File: src/rtl/apb_xfer_ctrl.sv
// apb_xfer_ctrl: AHB-lite slave to APB master transfer sequencer.
// Each accepted AHB address phase becomes one APB SETUP/ACCESS sequence on
// one of four peripherals, which are decoded from haddr[13:12]. Address, size,
// slave and timeout faults return the two-cycle AHB ERROR response.
// Optional build macro: APB_XFER_TIMEOUT_EN adds the ACCESS-phase timeout
// counter and its abort path. Without it, ACCESS waits for pready forever.
module apb_xfer_ctrl #(
  parameter int unsigned NUM_SLV     = 4,
  parameter int unsigned TIMEOUT_CYC = 255
) (
  input  logic                    pll_core_cpuclk,
  input  logic                    pad_cpu_rst_b,
  input  logic                    hsel,
  input  logic [39:0]             haddr,
  input  logic [1:0]              htrans,
  input  logic                    hwrite,
  input  logic [2:0]              hsize,
  input  logic [31:0]             hwdata,
  output logic [31:0]             hrdata,
  output logic                    hready,
  output logic [1:0]              hresp,
  output logic [31:0]             paddr,
  output logic [NUM_SLV-1:0]      psel,
  output logic                    penable,
  output logic                    pwrite,
  output logic [31:0]             pwdata,
  input  logic [32*NUM_SLV-1:0]   prdata,
  input  logic [NUM_SLV-1:0]      pready,
  input  logic [NUM_SLV-1:0]      pslverr
);

  // The decode is fixed on two address bits, and the timeout counter is 8 bits.
  if (NUM_SLV != 4 || TIMEOUT_CYC < 1 || TIMEOUT_CYC > 256) begin : g_param_chk
    $error("apb_xfer_ctrl: NUM_SLV must be 4 and TIMEOUT_CYC in 1..256");
  end

  localparam logic [1:0] RESP_OKAY  = 2'b00;
  localparam logic [1:0] RESP_ERROR = 2'b01;

  typedef enum logic [2:0] {
    ST_IDLE,
    ST_SETUP,
    ST_ACCESS,
    ST_ERR1,
    ST_ERR2
  } state_e;

  state_e      state_q, state_d;
  logic [31:0] addr_q, addr_d;
  logic        write_q, write_d;
  logic [1:0]  idx_q, idx_d;
  logic [31:0] wdata_q, wdata_d;

`ifdef APB_XFER_TIMEOUT_EN
  localparam logic [7:0] TO_LAST = 8'(TIMEOUT_CYC - 1);
  logic [7:0] cnt_q, cnt_d;
`endif

  logic addr_err;
  logic ahb_req;
  logic can_accept;
  logic sel_ready;
  logic sel_err;

  // Decode the incoming AHB address phase and the responses of the selected slave.
  always_comb begin
    ahb_req   = hsel && (htrans == 2'b10 || htrans == 2'b11);
    addr_err  = (haddr[39:16] != '0) || (hsize > 3'b010);
    sel_ready = pready[idx_q];
    sel_err   = pslverr[idx_q];
  end

  // Next-state logic and the AHB/APB outputs that depend on the current state.
  always_comb begin
    state_d    = state_q;
    addr_d     = addr_q;
    write_d    = write_q;
    idx_d      = idx_q;
    wdata_d    = wdata_q;
`ifdef APB_XFER_TIMEOUT_EN
    cnt_d      = cnt_q;
`endif
    hready     = 1'b1;
    hresp      = RESP_OKAY;
    hrdata     = '0;
    psel       = '0;
    penable    = 1'b0;
    pwdata     = wdata_q;
    can_accept = 1'b0;

    unique case (state_q)
      ST_IDLE: begin
        can_accept = 1'b1;
      end

      ST_SETUP: begin
        // hwdata belongs to this data-phase cycle. It is passed straight through
        // and also registered, so that it holds for the ACCESS cycles.
        hready     = 1'b0;
        psel[idx_q] = 1'b1;
        pwdata     = hwdata;
        wdata_d    = hwdata;
        state_d    = ST_ACCESS;
`ifdef APB_XFER_TIMEOUT_EN
        cnt_d      = '0;
`endif
      end

      ST_ACCESS: begin
        hready      = 1'b0;
        psel[idx_q] = 1'b1;
        penable     = 1'b1;
`ifdef APB_XFER_TIMEOUT_EN
        cnt_d       = cnt_q + 8'd1;
`endif
        if (sel_ready) begin
          if (!write_q) begin
            hrdata = prdata[{idx_q, 5'b00000} +: 32];
          end
          if (sel_err) begin
            state_d = ST_ERR1;
          end else begin
            hready     = 1'b1;
            can_accept = 1'b1;
          end
        end
`ifdef APB_XFER_TIMEOUT_EN
        else if (cnt_q == TO_LAST) begin
          state_d = ST_ERR1;
        end
`endif
      end

      ST_ERR1: begin
        hready  = 1'b0;
        hresp   = RESP_ERROR;
        state_d = ST_ERR2;
      end

      ST_ERR2: begin
        hresp      = RESP_ERROR;
        can_accept = 1'b1;
      end

      default: begin
        state_d = ST_IDLE;
      end
    endcase

    // IDLE, the ACCESS completion cycle and ERR2 all share one accept path.
    // A transfer presented in that cycle goes directly to SETUP, with no IDLE gap.
    if (can_accept) begin
      state_d = ST_IDLE;
      if (ahb_req) begin
        addr_d  = haddr[31:0];
        write_d = hwrite;
        idx_d   = haddr[13:12];
        if (addr_err) begin
          state_d = ST_ERR1;
        end else begin
          state_d = ST_SETUP;
`ifdef APB_XFER_TIMEOUT_EN
          cnt_d   = '0;
`endif
        end
      end
    end
  end

  assign paddr  = addr_q;
  assign pwrite = write_q;

  // State and transfer-context registers. Reset is asynchronous and returns every output to idle.
  always_ff @(posedge pll_core_cpuclk or negedge pad_cpu_rst_b) begin
    if (!pad_cpu_rst_b) begin
      state_q <= ST_IDLE;
      addr_q  <= '0;
      write_q <= 1'b0;
      idx_q   <= '0;
      wdata_q <= '0;
`ifdef APB_XFER_TIMEOUT_EN
      cnt_q   <= '0;
`endif
    end else begin
      state_q <= state_d;
      addr_q  <= addr_d;
      write_q <= write_d;
      idx_q   <= idx_d;
      wdata_q <= wdata_d;
`ifdef APB_XFER_TIMEOUT_EN
      cnt_q   <= cnt_d;
`endif
    end
  end

endmodule

File: config.mk
export PLATFORM = sky130hd
export DESIGN_NAME = apb_xfer_ctrl
export DESIGN_NICKNAME = d
export VERILOG_FILES = /design/src/rtl/apb_xfer_ctrl.sv
export SDC_FILE = /design/constraint.sdc
export NUM_CORES = 1
export LEC_CHECK = 0
export ABC_AREA = 1
export ABC_CLOCK_PERIOD_IN_PS = 2400
export CAP_MARGIN = 20
export CORE_AREA = 4 4 123 125
export CTS_CLUSTER_SIZE = 8
export DETAILED_ROUTE_END_ITERATION = 8
export DIE_AREA = 0 0 127 129
export GPL_ROUTABILITY_DRIVEN = 0
export PLACE_DENSITY = 0.78
export SLEW_MARGIN = 20
export SYNTH_ARGS = -nofsm -noshare
export SYNTH_HDL_FRONTEND = slang
export SYNTH_SLANG_ARGS = --single-unit
File: constraint.sdc
create_clock -name pll_core_cpuclk -period 2.4 [get_ports pll_core_cpuclk]
set_input_delay 0.48 -clock pll_core_cpuclk [delete_from_list [all_inputs] [get_ports pll_core_cpuclk]]
set_output_delay 0.48 -clock pll_core_cpuclk [all_outputs]
set_load 0.005 [all_outputs]
# After elaboration in Yosys (flattened, before gate mapping)
# Index checks and enable logic that the tools add are counted.
# word_totals
ff_bits	70
in_bits	217
# op_classes
magnitude_cmp	3
eq_ne	9
n_shift	1
n_mux	23
n_reduce_logical	12
# ops
operator	count
two-way mux 32 bit	4
variable part select 128 x 8 -> 32 bit	1
nonzero test 24 bit	1
case mux 3 bit (4 select lines)	1
two-way mux 3 bit	3
OR reduction 2 bit	4
two-way mux 1 bit	7
equality test 3 x 2 -> 1 bit, second input constant	2
inequality test 3 bit, second input constant	2
binary-select mux 1 bit (select 2 bit)	2
equality test 2 bit, second input constant	2
two-way mux 2 bit	2
two-way mux 4 bit	1
case mux 1 bit (2 select lines)	2
equality test 3 x 1 -> 1 bit, second input constant	1
equality test 3 bit, second input constant	1
greater-than comparator 3 x 2 -> 1 bit, second input constant	1
zero test 3 bit	1
< comparator 2 x 3 -> 1 bit, second input constant	1
AND reduction 3 bit	1
demux 1 bit (select 2 bit)	1
>= comparator 2 x 1 -> 1 bit, second input constant	1
logical AND 1 bit	2
logical OR 1 bit	2
other kinds (2)	2

# Depth between registers and ports, before layout
# logic_depth
ltp_word	7
ltp_mapped	12

# Least setup slack after synthesis
# Ideal clock, no wire load.
# synth_path
kind	flip-flop to output port
from	register paddr[13] (netlist name)
to	output hrdata[10]
arrival_ns	1.303
required_time_ns	1.920
setup_slack_ns	0.617
path_stages_with_launch	6
path_buffers	2
path_cell_list	dfrtp_1 > buf_4 > nor2_1 > clkbuf_1 > a22oi_1 > a31oi_1
# synth_rtl
item	line	source
to (decl)	19	output logic [31:0] hrdata,

# Worst setup path in the final report
# layout_path
from	register state_q[0]
to	output hresp[0]
# layout_between
elab_chain_len	3
word_cells_on_any_way	4
classes_between	eq/ne (2); mux (1); reduce/logical (1)
# layout_lines
item	line	source
from (decl)	48	state_e state_q, state_d;
from (signal assigned)	185	state_q <= state_d;
equality test 3 bit or equality test 3 x 2 -> 1 bit (tied branches)	91	unique case (state_q)
OR reduction 2 bit (no line) *	-	
two-way mux 1 bit *	91	
to (decl)	21	output logic [1:0] hresp,
# Mark *: on every way between the ends. The rest lies on a longest branch, timed or not.

==> results.cfg <==
[timing]
maxSlewViolCount = 0
final.setup.worst_slack_ns = 0.0637
hold_viol = 0
setup_violations = 0
fmax_mhz = 428
max_slew_margin_pct = 56.9
fin_skew_ns = 0.0104
tightest_slew_ns = 0.647
finalCritPeriodShare_pct = 97.3
hold_slack_ns = 0.177
fin_crit_ns = 2.34

[synthesis]
yosys_register_bits = 68
synth_async_sr_flop_share_pct = 100
ys.flop_type = dfrtp_1
synth_fp_nets = 710
seq_area_frac_synth_pct = 46.2
synthDistinctLibCells = 28
syn_inst = 493
syn_area_per_cell_um2 = 7.47
ys_warn_count = 0
synth_edf_count = 0
syn_area_mm2 = 0.00368

[global_route]
grt_pass1_vias = 4609
grt_max_degree = 44
overflow = 0
antenna_found_initial = 0
grt_first_pass_wirelength_mm = 25.2
grtUsageTotal_pct = 19.6

[clock_tree]
clk_path_buf_depth = 2
cts_tree = yes
insertion_delay_ns = 0.33
root_buffer = clkbuf_16
htree_levels = 3
clock-sinks = 68
clk_pin_slew_ns = 0.06
numCtsBuffers = 9

[min_path]
min_path_type = input pin to async pin

[pwr]
p_sw_share_pct = 38.0
switchingPower_mw = 3.00
seq_power_share_pct = 24.9
power_frac_comb_pct = 58.1
ir_worst_vdd_mv = 0.684
internal-power_mw = 4.88
pwr-share-clk_pct = 17.0
p_leak_nw = 3.54
p_per_area_mw_per_mm2 = 1040

[placed_design]
hpwl_mm = 13.7
dpl_worst_slack_ns = -0.301
io_buffers = 319
placed_cell_area_mm2 = 0.00718
place_inst = 982

[worst_setup_path]
worstPathMaxFanout = 3
r2r_cells = 12
critPathRequiredTime_ns = 1.92
r2r-start = paddr[12]
critPathLaunchType = flop
critPathArrivalTime_ns = 1.86
end_kind = primary output
worstSetupPathType = flop to primary output
r2r-end = paddr[29]
r2r_slack_ns = 0.53

[finish]
stdcell_area_mm2 = 0.00760
nets = 1041
post-route-util_pct = 54.7
stdcell_count = 1010
drive_gt1_share_pct = 13.1
fill_cells = 1295
areaGrowthSynthToFinish_pct = 106

[die]
die_w_um = 127
die-area_mm2 = 0.0164
num_rows = 43
num_io_pins = 322
die_h_um = 129
initial_utilization_pct = 26.5
coreArea_mm2 = 0.0139

[drt]
initialDrtViolationCount = 189
ant_nets = 0
wl_mm = 17.5
avgViaCountPerCell = 4.62
dr_total_vias = 4670
wl_per_cell_um = 17.3
dr.pass1.iters = 5
drc_errors = 0

[run]
cap_violations = 0

[run_status]
status = completed
-- worst max-delay path by stage --
stage                     startpoint  cells after the start          to  slack, ns
after floorplan            paddr[13]                      5  hrdata[10]       0.62
final                     state_q[0]                      4    hresp[0]       0.06
after global placement     pready[1]                      9   hrdata[4]      -0.27
after global routing       pready[0]                      9  hrdata[13]      -0.01
after CTS                 state_q[0]                      7  pwdata[15]      0.003
after detailed placement   pready[1]                      9  hrdata[28]      -0.30
-- metrics by stage --
step	power, mW	setup TNS [ns]
4_1_cts	7.79	0
3_5_place_dp	6.55	-8.76
3_3_place_gp	6.50	-8.24
5_1_grt	8.45	-0.0236
6_report	7.87	0
2_1_floorplan	3.81	0
-- layout make-up --
class,count,area [µm²],share of cell area (%)
Sequential cell,68,1700,22.4
Clock inverter,5,60.1,0.791
Tap cell,180,225,2.96
Timing Repair Buffer,353,3470,45.7
Inverter,9,38.8,0.511
Multi-Input combinational cell,383,1850,24.4
Clock buffer,11,243,3.20
Antenna cell,1,2.50,0.0329
-- repair_timing --
action,in CTS,in global routing
pin swaps,1,1
cloned,0,3
setup endpoints to repair,69,45
resized for setup,64,82
buffers inserted,7,1
hold buffers,0,0
-- power groups by stage --
| stage | clock network, mW | logic (mW) | registers [mW] |
|---|---|---|---|
| after detailed placement | 0 | 4.58 | 1.97 |
| after CTS | 1.37 | 4.46 | 1.96 |
| after global routing | 1.41 | 5.02 | 2.02 |
| after floorplan | 0 | 1.89 | 1.93 |
| final | 1.34 | 4.58 | 1.96 |
| after global placement | 0 | 4.55 | 1.95 |
-- flip-flops by register name (all words and copies together) (netlist names) --
| signal | flops |
|---|---|
| state_q | 3 |
| paddr | 32 |
| wdata_q | 32 |
| pwrite | 1 |
-- metal layers --
| layer | share of wire (%) | track usage [%] |
|---|---|---|
| met5 | 0 | 0 |
| met4 | 2.2 | 6.94 |
| met3 | 8.9 | 5.27 |
| met2 | 50 | 34.7 |
| met1 | 38 | 23.0 |
-- layout by cell type, fill, tap and decap left out, drive strengths merged --
cell type / count
a21oi: 3
a22oi: 33
a31oi: 31
buf: 33
bufinv: 1
clkbuf: 38
clkdlybuf4s15: 6
clkdlybuf4s50: 250
clkinv: 3
clkinvlp: 1
conb: 1
dfrtp: 68
diode: 1
dlygate4sd2: 25
dlymetal6s2s: 12
inv: 9
nand2: 241
nand3: 40
nand3b: 1
nand4: 3
nor2: 23
nor3: 3
o21ai: 2
o22ai: 1
or2: 1
-- critical path, stage by stage, from the launching register on --
cell and delay (ns):
dfrtp_1 0.38, buf_4 0.15, or2_2 0.31, o22ai_1 0.13, clkdlybuf4s50_1 0.56
-- cells in the mapped netlist, types with 3 or more instances --
cell type / instances / area, µm²
inv_2: 5 / 18.8
nand2_1: 235 / 882
nand4_1: 3 / 18.8
a22oi_1: 33 / 248
clkbuf_1: 17 / 63.8
nand3_1: 39 / 195
buf_2: 8 / 40.0
dfrtp_1: 68 / 1700
nand2_2: 4 / 25.0
buf_4: 5 / 37.5
buf_6: 3 / 33.8
nor2_1: 21 / 78.8
a31oi_1: 31 / 194
-- kinds of logic after synthesis --
logic type,count (synthesis),synth area share [%]
and+or+nand+nor,312,35.0
AOI/OAI and AO/OA,70,12.9
DFF,68,46.2
buffers and inverters,42,5.74
other,1,0.102
Note: power is estimated with default switching activity, not from simulation.
